## config.mk

```make
export PLATFORM = sky130hd
export DESIGN_NAME = uart_tx_arbiter
export DESIGN_NICKNAME = d
export VERILOG_FILES = /design/src/rtl/uart_tx_arbiter_pkg.sv /design/src/rtl/uart_tx_arbiter_rr_pick.sv /design/src/rtl/uart_tx_arbiter.sv
export SDC_FILE = /design/constraint.sdc
export NUM_CORES = 1
export LEC_CHECK = 0
export CAP_MARGIN = 30
export CELL_PAD_IN_SITES_DETAIL_PLACEMENT = 1
export CELL_PAD_IN_SITES_GLOBAL_PLACEMENT = 2
export CORE_MARGIN = 2
export CORE_UTILIZATION = 20
export CTS_BUF_LIST = sky130_fd_sc_hd__clkbuf_2
export DETAILED_ROUTE_END_ITERATION = 6
export GPL_ROUTABILITY_DRIVEN = 1
export GPL_TIMING_DRIVEN = 0
export PLACE_DENSITY = 0.77
export SKIP_CTS_REPAIR_TIMING = 1
export SLEW_MARGIN = 20
export SYNTH_ARGS = -nofsm -noshare
export SYNTH_HDL_FRONTEND = slang
export SYNTH_HIERARCHICAL = 1
export SYNTH_SLANG_ARGS = --single-unit
```

## constraint.sdc

```tcl
create_clock -name USER_CLK -period 2.8 [get_ports USER_CLK]
set_clock_uncertainty 0.1 [all_clocks]
set_input_delay 0.84 -clock USER_CLK [delete_from_list [all_inputs] [get_ports USER_CLK]]
set_output_delay 0.84 -clock USER_CLK [all_outputs]
set_load 0.005 [all_outputs]
```

## src/rtl/uart_tx_arbiter_pkg.sv

```systemverilog
// Shared definitions for the UART TX arbiter: FSM state encoding and a
// modular-increment helper used by the rotate-priority picker.
package uart_tx_arbiter_pkg;

    typedef enum logic [2:0] {
        ST_IDLE      = 3'd0,
        ST_ISSUE     = 3'd1,
        ST_WAIT_ACK  = 3'd2,
        ST_WAIT_DONE = 3'd3,
        ST_HOLD      = 3'd4
    } arb_state_e;

    // (idx + off) mod n, for small non-negative operands
    function automatic int unsigned wrap_add(input int unsigned idx, input int unsigned off,
                                             input int unsigned n);
        return (idx + off) % n;
    endfunction

endpackage

```

## src/rtl/uart_tx_arbiter_rr_pick.sv

```systemverilog
// Combinational rotate-priority picker: scans last_grant+1, +2, ... mod NUM_REQ
// and returns the first asserted request.
module rr_pick
    import uart_tx_arbiter_pkg::*;
#(
    parameter int unsigned NUM_REQ = 4,
    parameter int unsigned GNT_W   = $clog2(NUM_REQ)
) (
    input  logic [NUM_REQ-1:0] req,
    input  logic [GNT_W-1:0]   last_grant,
    output logic [GNT_W-1:0]   winner,
    output logic               any_valid
);

    // Walk offsets from farthest to nearest so the nearest valid request wins.
    always_comb begin
        logic [GNT_W-1:0] idx;
        winner    = '0;
        any_valid = 1'b0;
        idx       = '0;
        for (int off = NUM_REQ; off >= 1; off--) begin
            idx = GNT_W'(wrap_add(int'(last_grant), off, NUM_REQ));
            if (req[idx]) begin
                winner    = idx;
                any_valid = 1'b1;
            end
        end
    end

endmodule

```

## src/rtl/uart_tx_arbiter.sv

```systemverilog
// Round-robin arbiter sharing one UART transmitter among NUM_REQ byte producers.
// One byte in flight at a time; start/busy handshake toward the transmitter.
// Optional packet lock: define UART_ARB_PKT_LOCK_EN to keep the grant across a
// packet (until req_last) with a LOCK_TIMEOUT cycle release.
module uart_tx_arbiter
    import uart_tx_arbiter_pkg::*;
#(
    parameter int unsigned NUM_REQ      = 4,
    parameter int unsigned DATA_W       = 8,
    parameter int unsigned LOCK_TIMEOUT = 65535,
    localparam int unsigned GNT_W       = $clog2(NUM_REQ)
) (
    input  logic                      USER_CLK,
    input  logic                      FPGA_CPU_RESET,
    input  logic [NUM_REQ-1:0]        req_valid,
    input  logic [NUM_REQ*DATA_W-1:0] req_data,
    input  logic [NUM_REQ-1:0]        req_last,
    output logic [NUM_REQ-1:0]        req_ready,
    output logic                      tx_start,
    output logic [DATA_W-1:0]         tx_data,
    input  logic                      tx_busy,
    output logic [GNT_W-1:0]          grant_id,
    output logic                      arb_busy
);

    arb_state_e       state;
    logic [GNT_W-1:0] winner;
    logic             any_valid;

    rr_pick #(
        .NUM_REQ (NUM_REQ),
        .GNT_W   (GNT_W)
    ) u_rr_pick (
        .req        (req_valid),
        .last_grant (grant_id),
        .winner     (winner),
        .any_valid  (any_valid)
    );

    assign arb_busy = (state != ST_IDLE);

`ifdef UART_ARB_PKT_LOCK_EN
    localparam int unsigned TIMER_W = $clog2(LOCK_TIMEOUT + 1);
    logic [TIMER_W-1:0] timer;
    logic               last_q;
`else
    // Packet lock compiled out: last flags and timeout have no effect.
    logic unused_cfg;
    assign unused_cfg = ^{req_last, LOCK_TIMEOUT[0]};
`endif

    // Arbitration FSM with registered handshake outputs.
    always_ff @(posedge USER_CLK) begin
        if (FPGA_CPU_RESET) begin
            state     <= ST_IDLE;
            req_ready <= '0;
            tx_start  <= 1'b0;
            tx_data   <= '0;
            grant_id  <= GNT_W'(NUM_REQ - 1);
`ifdef UART_ARB_PKT_LOCK_EN
            timer     <= '0;
            last_q    <= 1'b1;
`endif
        end else begin
            tx_start  <= 1'b0;
            req_ready <= '0;
            unique case (state)
                ST_IDLE: begin
                    if (any_valid) begin
                        grant_id  <= winner;
                        tx_data   <= req_data[winner*DATA_W +: DATA_W];
                        tx_start  <= 1'b1;
                        req_ready <= NUM_REQ'(1) << winner;
`ifdef UART_ARB_PKT_LOCK_EN
                        last_q    <= req_last[winner];
`endif
                        state     <= ST_ISSUE;
                    end
                end
                ST_ISSUE: begin
                    // tx_busy seen during the issue cycle is not an acknowledge.
                    state <= ST_WAIT_ACK;
                end
                ST_WAIT_ACK: begin
                    if (tx_busy) begin
                        state <= ST_WAIT_DONE;
                    end
                end
                ST_WAIT_DONE: begin
                    if (!tx_busy) begin
`ifdef UART_ARB_PKT_LOCK_EN
                        state <= last_q ? ST_IDLE : ST_HOLD;
                        timer <= '0;
`else
                        state <= ST_IDLE;
`endif
                    end
                end
`ifdef UART_ARB_PKT_LOCK_EN
                ST_HOLD: begin
                    // Only the locked requester may continue its packet.
                    if (req_valid[grant_id]) begin
                        tx_data   <= req_data[grant_id*DATA_W +: DATA_W];
                        tx_start  <= 1'b1;
                        req_ready <= NUM_REQ'(1) << grant_id;
                        last_q    <= req_last[grant_id];
                        timer     <= '0;
                        state     <= ST_ISSUE;
                    end else if (timer == TIMER_W'(LOCK_TIMEOUT)) begin
                        timer <= '0;
                        state <= ST_IDLE;
                    end else begin
                        timer <= timer + TIMER_W'(1);
                    end
                end
`endif
                default: begin
                    state <= ST_IDLE;
                end
            endcase
        end
    end

endmodule

```

==> results of run 1 <==
-- critical path: cells and delay by family (launching register included) --
kind / cells / cell delay (ps)
flip-flops: 1 / 380
buffers and inverters: 4 / 810
adder cells (fa/ha/maj): 1 / 260
-- kinds of logic (layout without fill, tap and decap cells) --
logic type / Yosys count / count (layout) / share of synthesized area, %
compound gates: 18 / 18 / 12.6
mux: 10 / 10 / 21.9
buf+inv: 12 / 70 / 6.18
simple gates: 37 / 37 / 18.7
flops: 17 / 17 / 36.6
fa+ha+maj: 3 / 3 / 4.03
-- cells in the final DEF, fill, tap and decap left out, types with 4 or more instances in the layout --
cell type         n
clkdlybuf4s50_1  54
dfxtp_1          15
nand2_1          13
a21oi_1          11
nand3_1          10
mux4_2            7
inv_1             6
nor2_1            6
nand2b_1          5
clkbuf_2          4
-- worst max path at each step --
stage / end / cells after the start
floorplan: tx_data[0] / 7
global placement: tx_data[5] / 8
detailed placement: tx_data[5] / 8
CTS: arb_busy / 5
global route: arb_busy / 5
finish: arb_busy / 5
-- power by group through the flow --
| stage | Clock, W | Combinational (W) | Sequential (W) |
|---|---|---|---|
| 5_1_grt | 0.000135 | 0.000762 | 0.000415 |
| 3_3_place_gp | 0 | 0.000679 | 0.000398 |
| 6_report | 0.000115 | 0.000692 | 0.000400 |
| 3_5_place_dp | 0 | 0.000703 | 0.000405 |
| 4_1_cts | 0.000121 | 0.000707 | 0.000399 |
| 2_1_floorplan | 0 | 0.000370 | 0.000399 |
-- final cells by class --
| type | instances | share of cell area, % |
|---|---|---|
| Buffer | 6 | 2.40 |
| Clock buffer | 4 | 1.28 |
| Timing Repair Buffer | 54 | 34.6 |
| Multi-Input combinational cell | 68 | 34.1 |
| Tap cell | 52 | 4.17 |
| Inverter | 6 | 1.44 |
| Sequential cell | 17 | 22.0 |
-- per-layer routing --
metal  up-vias  global-route usage [%]
met3         4                    3.06
met2        35                    21.7
li1        467                       -
met1       453                    12.8
met4         0                    3.77
met5         -                       0
-- flip-flops by register name (all words and copies together) (netlist names) --
name	cells
req_ready	4
tx_start	1
grant_id	2
state	2
tx_data	8
-- stage by stage --
step | setup slack, ps | total power (W)
2_1_floorplan | 485 | 0.000769
3_3_place_gp | -131 | 0.00108
3_5_place_dp | -191 | 0.00111
4_1_cts | 19.0 | 0.00123
5_1_grt | 9.55 | 0.00131
6_report | 123 | 0.00121
==> run summary, run 1 <==
Fin Hold WS - 372 ps
Vias per cell - 4.63
Top-Level Pins - 59
R2r setup slk - 710 ps
Slowest CP cell - clkdlybuf4s50_1
Top Layer Used - met4
Sequential-to-total area share from yosys stat - 36.6%
Core ar. - 4410 µm²
Worst R2R End - tx_data[5]
Met3 wire length - 220 µm
Ys async rst share - 0%
Comb pwr share - 57.4%
Top_reg_cell synth - dfxtp_1
Tightest Pin Transition - 465 ps
Switching Power - 0.000433 W
Vias in the first global route - 1049
Hold endpoint - tx_data[0]
CP arrival - 1740 ps
I/O Buffers - 54
Switching Share - 35.9%
Clock share of power - 9.5%
#FFs+latches synth - 17
CTS tree - done
Clk root buf - clkbuf_2
Ant diodes - 0
Post-Syn Instances - 97
Most common cell on crit path - inv_1
Initial antenna violation count - 0
GPL Wtd Cong - 0.693
Post-Route WL - 2910 µm
R2r startpoint - grant_id[1]
Worst hold stages - 2
Internal Pwr Total - 0.000774 W
P_leak - 0.615 nW
Count leader, synth - dfxtp_1
Seq pwr share - 33.1%
Largest net degree at the start of global routing - 11
Insertion delay to the later sink of the worst-skew pair - 290 ps
Critical Path RT - 1860 ps
Hold wc startpoint - tx_data[0]
Max Fanout on Critical Path - 10
R2R cell count - 7
Hold WC Path Type - flip-flop to flip-flop
Chip width - 72.2 µm
Footprint of the multi-input gates - 533 µm²
Max H-tree Level - 1
Metal2 WL - 1520 µm
Max Fclk - 0.374 GHz
DRC viols - 0
Routed Antenna Nets - 0
Cell Pwr Density - 773 nW/µm²
EDFF count, synth - 0
Total GRT Usage - 11.7%
Setup TNS - 0 ps
MaxCap Viol Count - 0
Final cell count without fillers - 207
CP Capture Type - output pin
DR WL/cell - 14.1 µm
Syn_area_per_cell - 9.60 µm²
Vias - 959
Yosys warns - 6
Placed cells - 203
Syn Nets - 143
RSZ-0062 raised after global routing - no
Top cells by count, synth - 17 x dfxtp_1, 13 x nand2_1, 11 x a21oi_1
Grt ovf - 0
Iteration count of the initial detailed-routing pass - 3
Fillers - 507
Post-DP Area - 1540 µm²
Synthesized area - 931 µm²
Relative slew slack - 69.0%
Status - finished, final reports clean
Peak supply drop - 0.306 mV
Clock buffer depth - 2
Dpl hpwl - 2410 µm
CP startpoint kind - flip-flop
Count of final setup violators - 0
Critical Path, Cell by Cell - inv_1, ha_1, buf_4, inv_1, clkdlybuf4s50_1
Drt initial violations - 21
Final core utilization - 35.4%
CTS Buf Count - 3
Die area - 5220 µm²
Slew Limit Fails - 0
Nets - 202
Layout cell share with drive strength beyond 1 - 12.9%
WL met1 - 1140 µm
Fin area - 1560 µm²
Initial core utilization - 21.1%
Yosys top cell by area - dfxtp_1
Top cells by area, synth - dfxtp_1 37%, mux4_2 17%, a21oi_1 5.9%, nand3_1 5.4%, nand2_1 5.2%
Tcrit/Tclk final - 95.6%
Die height - 72.2 µm
Share of the synthesized area in the top cell type - 36.6%
First-pass GRT wire length - 4690 µm
Critical path origin - state[0]
Yosys cell types - 23
Max stage delay on crit path - 490 ps
Register area - 343 µm²
Row cnt - 24
Clock slew at reported path FFs - 160 ps
Area Overhead vs Synth - 67.7%
Post-layout min period - 2680 ps
Clock Sinks - 17
Final hold violation count - 0
Critical path class - flip-flop to output pin
No activity file was read; power rests on OpenSTA's default activity.
==> inputs of run 2 (changes only) <==
- ABC_CLOCK_PERIOD_IN_PS: not set -> 2800
==> results of run 2 <==
No change in the layout: final DEF, timing and power equal those of run 1.
==> inputs of run 3 (changes only) <==
- MAX_ROUTING_LAYER: not set -> met4
==> run summary, run 3 (synthesis results as in run 1) <==
Metal2 WL - 1530 µm (+0.99%)
Critical path class - flip-flop to output pin
Ant diodes - 0 (unchanged)
CP arrival - 1740 ps (about the same)
Switching Share - 36.0% (+0.13 points)
Post-DP Area - 1540 µm² (unchanged)
Drt initial violations - 18 (-14%)
Routed Antenna Nets - 0 (unchanged)
Max Fanout on Critical Path - 10 (unchanged)
I/O Buffers - 54 (unchanged)
Most common cell after layout, fill and taps aside - clkdlybuf4s50_1
Cell Pwr Density - 774 nW/µm² (+0.21%)
Hold wc startpoint - tx_data[0]
Insertion delay to the later sink of the worst-skew pair - 290 ps (about the same)
Worst hold stages - 2 (unchanged)
Internal Pwr Total - 0.000774 W (about the same)
Peak supply drop - 0.309 mV (+1.2%)
Vias in the first global route - 1054 (+0.48%)
Final hold violation count - 0 (unchanged)
Fin Hold WS - 369 ps (-3.02 ps)
Met3 wire length - 219 µm (-0.45%)
Clock Sinks - 17 (unchanged)
RSZ-0062 raised after global routing - no
Hold endpoint - tx_data[0]
Placed cells - 203 (unchanged)
R2R cell count - 7 (unchanged)
Row cnt - 24 (unchanged)
Largest regs - tx_data: 8 flops, req_ready: 4 flops
DR WL/cell - 14.1 µm (+0.58%)
Grt ovf - 0 (unchanged)
Max FFs per register - 8 (unchanged)
Iteration count of the initial detailed-routing pass - 4 (+1)
Initial antenna violation count - 0 (unchanged)
Tightest Pin Transition - 482 ps (+17.2 ps)
Nets - 202 (unchanged)
Tcrit/Tclk final - 95.7% (+0.12 points)
Largest net degree at the start of global routing - 11 (unchanged)
Max H-tree Level - 1 (unchanged)
Layout cell share with drive strength beyond 1 - 12.9% (unchanged)
P_leak - 0.615 nW (unchanged)
Fin area - 1560 µm² (unchanged)
Slew Limit Fails - 0 (unchanged)
Total GRT Usage - 12.0% (+0.32 points)
Hold WC Path Type - flip-flop to flip-flop
Post-layout min period - 2680 ps (+3.24 ps)
Clock buffer depth - 2 (unchanged)
Dpl hpwl - 2410 µm (unchanged)
Initial core utilization - 21.1% (unchanged)
Fillers - 507 (unchanged)
Chip width - 72.2 µm (unchanged)
Die height - 72.2 µm (unchanged)
Vias - 969 (+1.0%)
CTS Buf Count - 3 (unchanged)
Max Fclk - 0.373 GHz (-0.12%)
Post-Route WL - 2930 µm (+0.58%)
R2r startpoint - grant_id[1]
Final worst slack - 120 ps (-3.24 ps)
First-pass GRT wire length - 4690 µm (unchanged)
Largest Register - tx_data
Core ar. - 4410 µm² (unchanged)
Die area - 5220 µm² (unchanged)
Relative slew slack - 67.9% (-1.1 points)
CP startpoint kind - flip-flop
Critical Path RT - 1860 ps (about the same)
Post-Place Worst Slack - -191 ps (unchanged)
GPL Wtd Cong - 0.700 (+1.1%)
Clk root buf - clkbuf_2
Final cell count without fillers - 207 (unchanged)
DRC viols - 0 (unchanged)
Area Overhead vs Synth - 67.7% (unchanged)
R2r setup slk - 700 ps (about the same)
Worst R2R End - tx_data[5]
Clock share of power - 9.6% (about the same)
Vias per cell - 4.68 (+1.0%)
WL met1 - 1140 µm (+0.18%)
MaxCap Viol Count - 0 (unchanged)
Comb pwr share - 57.5% (about the same)
Top Layer Used - met4
CP Capture Type - output pin
Count of final setup violators - 0 (unchanged)
Switching Power - 0.000435 W (+0.57%)
Top-Level Pins - 59 (unchanged)
Commonest non-fill, non-tap cells in the layout - 54 x clkdlybuf4s50_1, 15 x dfxtp_1, 13 x nand2_1, 11 x a21oi_1, 10 x nand3_1
CTS tree - done
Status - finished, final reports clean
Clock slew at reported path FFs - 160 ps (about the same)
Seq pwr share - 33.0% (about the same)
## run 3: cell type report
cell class              count  area, µm²  area share, %
repair buffers             54        541           34.6
clock buffers               4       20.0           1.28
plain buffers               6       37.5           2.40
flip-flops and latches     17        343           22.0
well taps                  52       65.1           4.17
multi-input cells          68        533           34.1
inverters                   6       22.5           1.44
## run 3: layer usage
metal	track usage, %	vias to the layer above
li1	-	466
met1	12.8	460
met2	21.7	39
met3	2.92	4
met4	3.77	0
met5	-	-
## run 3: worst max-delay path by stage
stage | depth (start not counted) | end | slack [ps] | start
after floorplan | 7 | tx_data[0] | 490 | req_valid[2]
after global placement | 8 | tx_data[5] | -130 | req_valid[3]
after detailed placement | 8 | tx_data[5] | -190 | req_valid[3]
after CTS | 5 | arb_busy | 20 | state[0]
after global routing | 5 | arb_busy | 10 | state[0]
final | 5 | arb_busy | 120 | state[0]
## run 3: critical path, stage by stage, from the launching register on
cell and delay, ps:
dfxtp_2 380, inv_1 60, ha_1 260, buf_4 200, inv_1 60, clkdlybuf4s50_1 490
## run 3: power groups by stage
stage / combinational (W) / sequential, W / clock, W
after floorplan: 0.000370 / 0.000399 / 0
after global placement: 0.000679 / 0.000398 / 0
after detailed placement: 0.000703 / 0.000405 / 0
after CTS: 0.000707 / 0.000399 / 0.000121
after global routing: 0.000762 / 0.000415 / 0.000135
final: 0.000695 / 0.000399 / 0.000116
## run 3: per-stage QoR
step / util (%) / setup TNS [ps] / power (W)
3_3_place_gp: 34.8 / -847 / 0.00108
4_1_cts: 35.3 / 0 / 0.00123
5_1_grt: 35.4 / 0 / 0.00131
2_1_floorplan: - / 0 / 0.000769
6_report: 35.4 / 0 / 0.00121
3_5_place_dp: 34.8 / -1270 / 0.00111
